==> config.mk <==
export PLATFORM = sky130hd
export DESIGN_NAME = cmd_line_parser
export DESIGN_NICKNAME = d
export VERILOG_FILES = /design/src/rtl/cmd_line_parser.sv
export SDC_FILE = /design/constraint.sdc
export NUM_CORES = 1
export LEC_CHECK = 0
export CORE_UTILIZATION = 46
export CTS_CLUSTER_SIZE = 10
export DETAILED_ROUTE_END_ITERATION = 7
export PLACE_DENSITY = 0.66
export SLEW_MARGIN = 20
export SYNTH_ARGS = -nofsm -noshare
export SYNTH_HDL_FRONTEND = slang
export SYNTH_SLANG_ARGS = --single-unit
==> constraint.sdc <==
create_clock -name clk -period 3.6 [get_ports clk]
set_clock_uncertainty 0.2 [all_clocks]
set_input_delay 1.08 -clock clk [delete_from_list [all_inputs] [get_ports clk]]
set_output_delay 1.08 -clock clk [all_outputs]
set_load 0.02 [all_outputs]
==> src/rtl/cmd_line_parser.sv <==
// Command-line receiver: collects UART bytes into a line buffer, matches "PING" on CR,
// and issues message IDs (result, then prompt) to the transmit path.
module cmd_line_parser #(
    parameter int MAX_LEN = 16
) (
    input  logic       clk,
    input  logic       rst,
    input  logic [7:0] rx_data,
    input  logic       rx_valid,
    output logic [1:0] msg_id,
    output logic       msg_valid,
    input  logic       msg_ready,
    output logic       busy
);

    localparam int CW    = $clog2(MAX_LEN + 1);
    // Deep enough for the four constant-index reads in the PING compare.
    localparam int DEPTH = (MAX_LEN < 4) ? 4 : MAX_LEN;

    typedef enum logic [2:0] {
        BOOT,
        SEND_START,
        SEND_PROMPT,
        COLLECT,
        MATCH,
        SEND_RESULT
    } state_t;

    state_t        state, state_n;
    logic [CW-1:0] count, count_n;
    logic          overflow, overflow_n;
    logic          pong, pong_n;
    logic          wr_en;
    logic          is_ping;
    logic          handshake;
    logic [7:0]    line_buf [DEPTH];

    assign handshake = msg_valid && msg_ready;

    always_comb begin
        is_ping = (int'(count) == 4) &&
                  (line_buf[0] == 8'h50) && (line_buf[1] == 8'h49) &&
                  (line_buf[2] == 8'h4E) && (line_buf[3] == 8'h47);
    end

    always_ff @(posedge clk) begin
        if (rst) begin
            state    <= BOOT;
            count    <= '0;
            overflow <= 1'b0;
            pong     <= 1'b0;
        end else begin
            state    <= state_n;
            count    <= count_n;
            overflow <= overflow_n;
            pong     <= pong_n;
        end
    end

    always_ff @(posedge clk) begin
        if (wr_en) begin
            for (int unsigned i = 0; i < MAX_LEN; i++) begin
                if (count == CW'(i)) begin
                    line_buf[i] <= rx_data;
                end
            end
        end
    end

    always_comb begin
        state_n    = state;
        count_n    = count;
        overflow_n = overflow;
        pong_n     = pong;
        wr_en      = 1'b0;
        case (state)
            BOOT:       state_n = SEND_START;
            SEND_START: if (handshake) state_n = SEND_PROMPT;
            SEND_PROMPT: begin
                if (handshake) begin
                    state_n    = COLLECT;
                    count_n    = '0;
                    overflow_n = 1'b0;
                end
            end
            COLLECT: begin
                if (rx_valid) begin
                    case (rx_data)
                        8'h0D: state_n = MATCH;
                        8'h0A: ;
                        8'h08, 8'h7F: begin
                            if (count != '0) count_n = count - CW'(1);
                        end
                        default: begin
                            if (int'(count) < MAX_LEN) begin
                                wr_en   = 1'b1;
                                count_n = count + CW'(1);
                            end else begin
                                overflow_n = 1'b1;
                            end
                        end
                    endcase
                end
            end
            MATCH: begin
                if ((count == '0) && !overflow) begin
                    state_n = SEND_PROMPT;
                end else begin
                    state_n = SEND_RESULT;
                    pong_n  = !overflow && is_ping;
                end
            end
            SEND_RESULT: if (handshake) state_n = SEND_PROMPT;
            default:     state_n = BOOT;
        endcase
    end

    always_comb begin
        msg_valid = 1'b0;
        msg_id    = 2'd0;
        busy      = (state != COLLECT);
        case (state)
            SEND_START: begin
                msg_valid = 1'b1;
                msg_id    = 2'd0;
            end
            SEND_PROMPT: begin
                msg_valid = 1'b1;
                msg_id    = 2'd1;
            end
            SEND_RESULT: begin
                msg_valid = 1'b1;
                msg_id    = pong ? 2'd3 : 2'd2;
            end
            default: ;
        endcase
    end

endmodule

# Yosys cells after proc, flatten, opt, wreduce, memory -nomap -nowiden
# Memory sizes are Yosys's and may differ from the RTL's.
# Index checks and enable logic that the tools add are counted.
word_totals:
  reg_bits: 10
  mem_bits_rw: 128
  output_inout_bits: 4
  wordCells: 201
  memories: 1
op_classes:
  add_sub_neg: 2
  n_lt_le_gt_ge: 1
  eq_ne: 39
  muxes: 117
  bitwise_logic: 1
  reduce_logical: 36
memory_table:
  columns: ["memory", "depth", "word_bits", "read_ports", "rd_clocked_by_memory_dff", "write_ports", "line_no", "rtl"]
  rows:
  - ["line_buf", 16, 8, 4, 0, 1, "36", "logic [7:0] line_buf [DEPTH];"]
ops:
  columns: ["cell", "n"]
  rows:
  - ["2-to-1 mux 8 bit", 15]
  - ["OR reduction 8 bit", 15]
  - ["2-to-1 mux 1 bit", 73]
  - ["2-to-1 mux 4 bit", 15]
  - ["equality test 5 x 4 -> 1 bit (second input constant)", 9]
  - ["equality test 8 x 7 -> 1 bit (second input constant)", 5]
  - ["equality test 8 x 4 -> 1 bit (second input constant)", 3]
  - ["equality test 5 x 3 -> 1 bit (second input constant)", 4]
  - ["2-to-1 mux 5 bit", 4]
  - ["one-hot mux 5 bit (2 select lines)", 2]
  - ["2-to-1 mux 3 bit", 5]
  - ["one-hot mux 3 bit (5 select lines)", 1]
  - ["!= test 2 bit (second input constant)", 6]
  - ["equality test 5 x 2 -> 1 bit (second input constant)", 2]
  - ["logical AND 1 bit", 7]
  - ["equality test 3 x 2 -> 1 bit (second input constant)", 2]
  - ["equality test 3 bit (second input constant)", 2]
  - ["!= test 3 bit (second input constant)", 2]
  - ["AND reduction 6 bit", 1]
  - ["OR reduction 2 bit", 3]
  - ["adder 5 x 1 -> 5 bit (second input constant)", 1]
  - ["equality test 5 x 1 -> 1 bit (second input constant)", 1]
  - ["zero test 5 bit", 1]
  - ["less-than comparator 5 bit (second input constant)", 1]
  - ["16 further kinds", 16]

# Longest topological paths before layout
depth:
  depth_word: 23
  mapped_depth: 8

# Least setup slack after synthesis
# OpenSTA, ideal clock, no wires.
synth_timing:
  path_kind: "in2reg"
  startpoint: "in rx_data[4]"
  endpoint: "mem line_buf[1][2], in the netlist line_buf[0][10] (enable)"
  setup_time_ns: 0.277
  arrival_time_ns: 2.756
  required_ns: 3.123
  path_slack_ns: 0.367
  cell_stages: 5
  path_buffers: 0
  cell_sequence: "or4_4 -> o311ai_0 -> nand2b_1 -> nor4_1 -> and2_1"
synth_between:
  elab_chain_cells: 23
  elab_cells_between_ends: 85
  cone_classes: "4 x eq/ne; 65 x mux; 16 x reduce/logical"
synth_lines:
  columns: ["element", "line_no", "rtl"]
  rows:
  - ["start: declaration", "8", "input logic [7:0] rx_data,"]
  - ["equality test 8 x 4 -> 1 bit or equality test 8 x 7 -> 1 bit (tied branches)", "88", "case (rx_data)"]
  - ["OR reduction 4 bit (no source line) *", null, null]
  - ["2-to-1 mux 1 bit *", "88", null]
  - ["2-to-1 mux 1 bit *", "87", "if (rx_valid) begin"]
  - ["2-to-1 mux 1 bit *", "76", "case (state)"]
  - ["2-to-1 mux 1 bit", "61", "if (wr_en) begin"]
  - ["2-to-1 mux 1 bit (implied by the code)", "64", "line_buf[i] <= rx_data;"]
  - ["OR reduction 8 bit (no source line)", null, null]
  - ["2-to-1 mux 4 bit (no source line) or 2-to-1 mux 1 bit (tied branches) (15 in series)", null, null]
  - ["end: declaration", "36", null]
# Every way passes the cells marked *; elsewhere a longest branch is shown, timed or not.

# Worst setup path after layout
layout_timing:
  startpoint: "in rx_data[4]"
  endpoint: "mem line_buf[1][1], in the netlist line_buf[0][9] (enable)"
# Same word-level chain as after synthesis.

==> impl_metrics.csv <==
group,metric,value,unit
floorplanning,pin_count,16,
layout,final_nets,201,
power,power_frac_comb,0.225,
global_route,grt_pass1_vias,1250,
detailed_routing,vias,1285,
logic_synthesis,synth_top_cell_by_area,"edfxtp_1",
power,sequentialPowerShare,0.517,
setup_path,cp-end-kind,"flop",
timing,setup_viol,0,
layout,mostFrequentLayoutCells,"32 x edfxtp_1, 15 x nor2_1, 15 x clkdlybuf4s50_1",
power,sw_frac_of_total,0.286,
timing,post-route-period-util,0.894,
power,leakage,0.802,nW
place,port_buffers,15,
flow_run,drv_cap,0,
global_route,antenna_found_initial,0,
timing,clock.fmax,311,MHz
layout,layout-drive-gt1-share,0.161,
global_route,grt_overflow,0,
setup_path,cp_slowest_stage_delay,0.58,ns
logic_synthesis,async_flop_share,0,
timing,hold_viol_final,0,
logic_synthesis,ys_top_cells_by_area,"edfxtp_1 51%, dfxtp_1 11%, nor2_1 3.0%, ha_1 2.7%, nand2b_1 2.3%",
global_route,grt_pass1_wl,6080,um
outcome,status,"finished, final reports clean",
detailed_routing,post_drt_wl_per_cell,15.7,um
clock_tree,hold_buffers,0,
clock_tree,cts-resized-gates,0,
timing,rsz0062_at_grt,"false",
setup_path,cpMaxStageDelayCell,"or4_4",
logic_synthesis,synth_area,1870,sq um
setup_path,startpoint_type,"input port",
setup_path,cp_max_fo,8,
clock_tree,cts_root_buf,"clkbuf_8",
timing,tns,0,ns
setup_path,cp.required,3.46,ns
detailed_routing,post_drt_via_cell_ratio,5.49,
layout,syn_to_final_growth,23.3,%
power,internal_power,791,uW
clock_tree,numClockSinks,42,
detailed_routing,dr.pass1.iters,4,
global_route,grt_start_max_net_pins,15,
setup_path,critical_path_class,"input port to flop",
floorplanning,dieArea,4330,sq um
place,gp_congestion,0.847,
timing,min_period,3.22,ns
layout,final_common_cell,"edfxtp_1",
floorplanning,rows,22,
power,p_sw,317,uW
detailed_routing,drtIter0Drc,72,
power,power_density,480,nW/um^2
logic_synthesis,synth-main-ff-cell,"edfxtp_1",
logic_synthesis,synth.distinct_cells,44,
place,dp_hpwl,2750,um
place,pre_cts_ws,0.0754,ns
detailed_routing,ant_nets,0,
timing,layout_setup_ws,0.382,ns
clock_tree,clkTransAtPathRegs,0.08,ns
logic_synthesis,yosys_register_bits,42,
layout,diodes,0,
clock_tree,post-cts-setup-buffers,0,
clock_tree,clock_latency,0.29,ns
power,p_clk_frac,0.258,
layout,multiInputGateArea,682,sq um
floorplanning,core_area,3770,sq um
timing,drv_slew,0,
logic_synthesis,synth_top_area_share,0.513,
detailed_routing,postRouteWirelength,3670,um
layout,nFillCells,293,
layout,seqCellArea,1160,sq um
clock_tree,clockBufferDepth,2,
logic_synthesis,yosys_warnings,0,
detailed_routing,drc,0,
logic_synthesis,ys_seq_area_frac,0.620,
min_path,hold_path_class,"flop to flop",
clock_tree,htree_levels,2,
logic_synthesis,synth_edf_count,32,
logic_synthesis,synth_cells,148,
setup_path,cp_top_family,"simple AND/OR/NAND/NOR gates",
clock_tree,cts_made_buffers,5,
logic_synthesis,synth_nets,164,
setup_path,arrival,3.08,ns
floorplanning,die_w,65.8,um
timing,tightest_slew,0.441,ns
clock_tree,cts_tree,"done",
logic_synthesis,syn_area_per_cell,12.7,sq um
floorplanning,initial_core_util,0.497,
setup_path,crit_buf_inv,2,
floorplanning,fp.dieH,65.8,um
timing,maxSlewHeadroom,0.702,
global_route,grt_use_total,0.198,
power,ir_drop,307,uV
setup_path,cp_cell_sequence,"clkdlybuf4s50_1 > or4_4 > o311ai_0 > nand2b_1 > nor4_1 > and2_1 > buf_12",
==> worst min-delay path: cells and delay by family, from the launching register on <==
kind / cells / cell delay [ns]
and+or+nand+nor: 1 / 0.05
DFF: 1 / 0.32
AOI/OAI and AO/OA: 1 / 0.05
==> logic make-up after synthesis <==
family / share of synthesized area
compound gates: 0.104
xor+xnor: 0.00468
fa+ha+maj: 0.0267
buf+inv: 0.0160
flops: 0.620
mux: 0.0167
simple gates: 0.212
==> flip-flops by register name, indices dropped and copies added, names as in the netlist <==
signal	count
state	3
line_buf	32
count	5
overflow	1
pong	1
==> worst paths after layout <==
kind,depth (start not counted),slack [ns],end,startpoint
setup / recovery,7,0.38,line_buf[0][9],rx_data[4]
setup reg to reg,7,1.07,pong,count[0]
hold / removal,2,0.27,pong,pong
hold reg to reg,2,0.27,pong,pong
==> power groups by stage <==
| stage | logic, mW | registers, mW | clock network [mW] |
|---|---|---|---|
| floorplan | 0.149 | 0.575 | 0 |
| global placement | 0.240 | 0.581 | 0 |
| detailed placement | 0.247 | 0.583 | 0 |
| CTS | 0.249 | 0.572 | 0.293 |
| global route | 0.277 | 0.577 | 0.309 |
| finish | 0.249 | 0.573 | 0.286 |
==> layer usage <==
| metal | wire length, um | track usage |
|---|---|---|
| met1 | 1810 | 0.262 |
| met2 | 1730 | 0.310 |
| met3 | 72 | 0.0466 |
| met4 | 62 | 0.0815 |
| met5 | 0 | 0 |
==> cell usage after synthesis, drive strengths merged, types with 4 or more instances <==
cell / number
edfxtp: 32
nor2: 15
dfxtp: 10
inv: 7
nand2: 7
nand2b: 7
o21ai: 6
a21oi: 5
a2bb2oi: 4
ha: 4
nand4: 4
nor3: 4
nor4b: 4
==> final cells by class <==
class | count | area share
clock inverters | 3 | 0.00704
repair buffers | 31 | 0.128
multi-input cells | 98 | 0.295
inverters | 7 | 0.0114
well taps | 48 | 0.0260
flip-flops and latches | 42 | 0.503
clock buffers | 5 | 0.0298
==> metrics by stage <==
| step | hold WS, ns | instance area, sq um | cells | total power, mW | util |
|---|---|---|---|---|---|
| floorplan | 0.237 | 1870 | 148 | 0.725 | - |
| global placement | 0.253 | 2220 | 226 | 0.821 | 0.590 |
| detailed placement | 0.258 | 2220 | 226 | 0.830 | 0.590 |
| CTS | 0.270 | 2310 | 234 | 1.11 | 0.612 |
| global route | 0.316 | 2310 | 234 | 1.16 | 0.612 |
| finish | 0.269 | 2310 | 234 | 1.11 | 0.612 |
(Power assumes the default switching activity.)
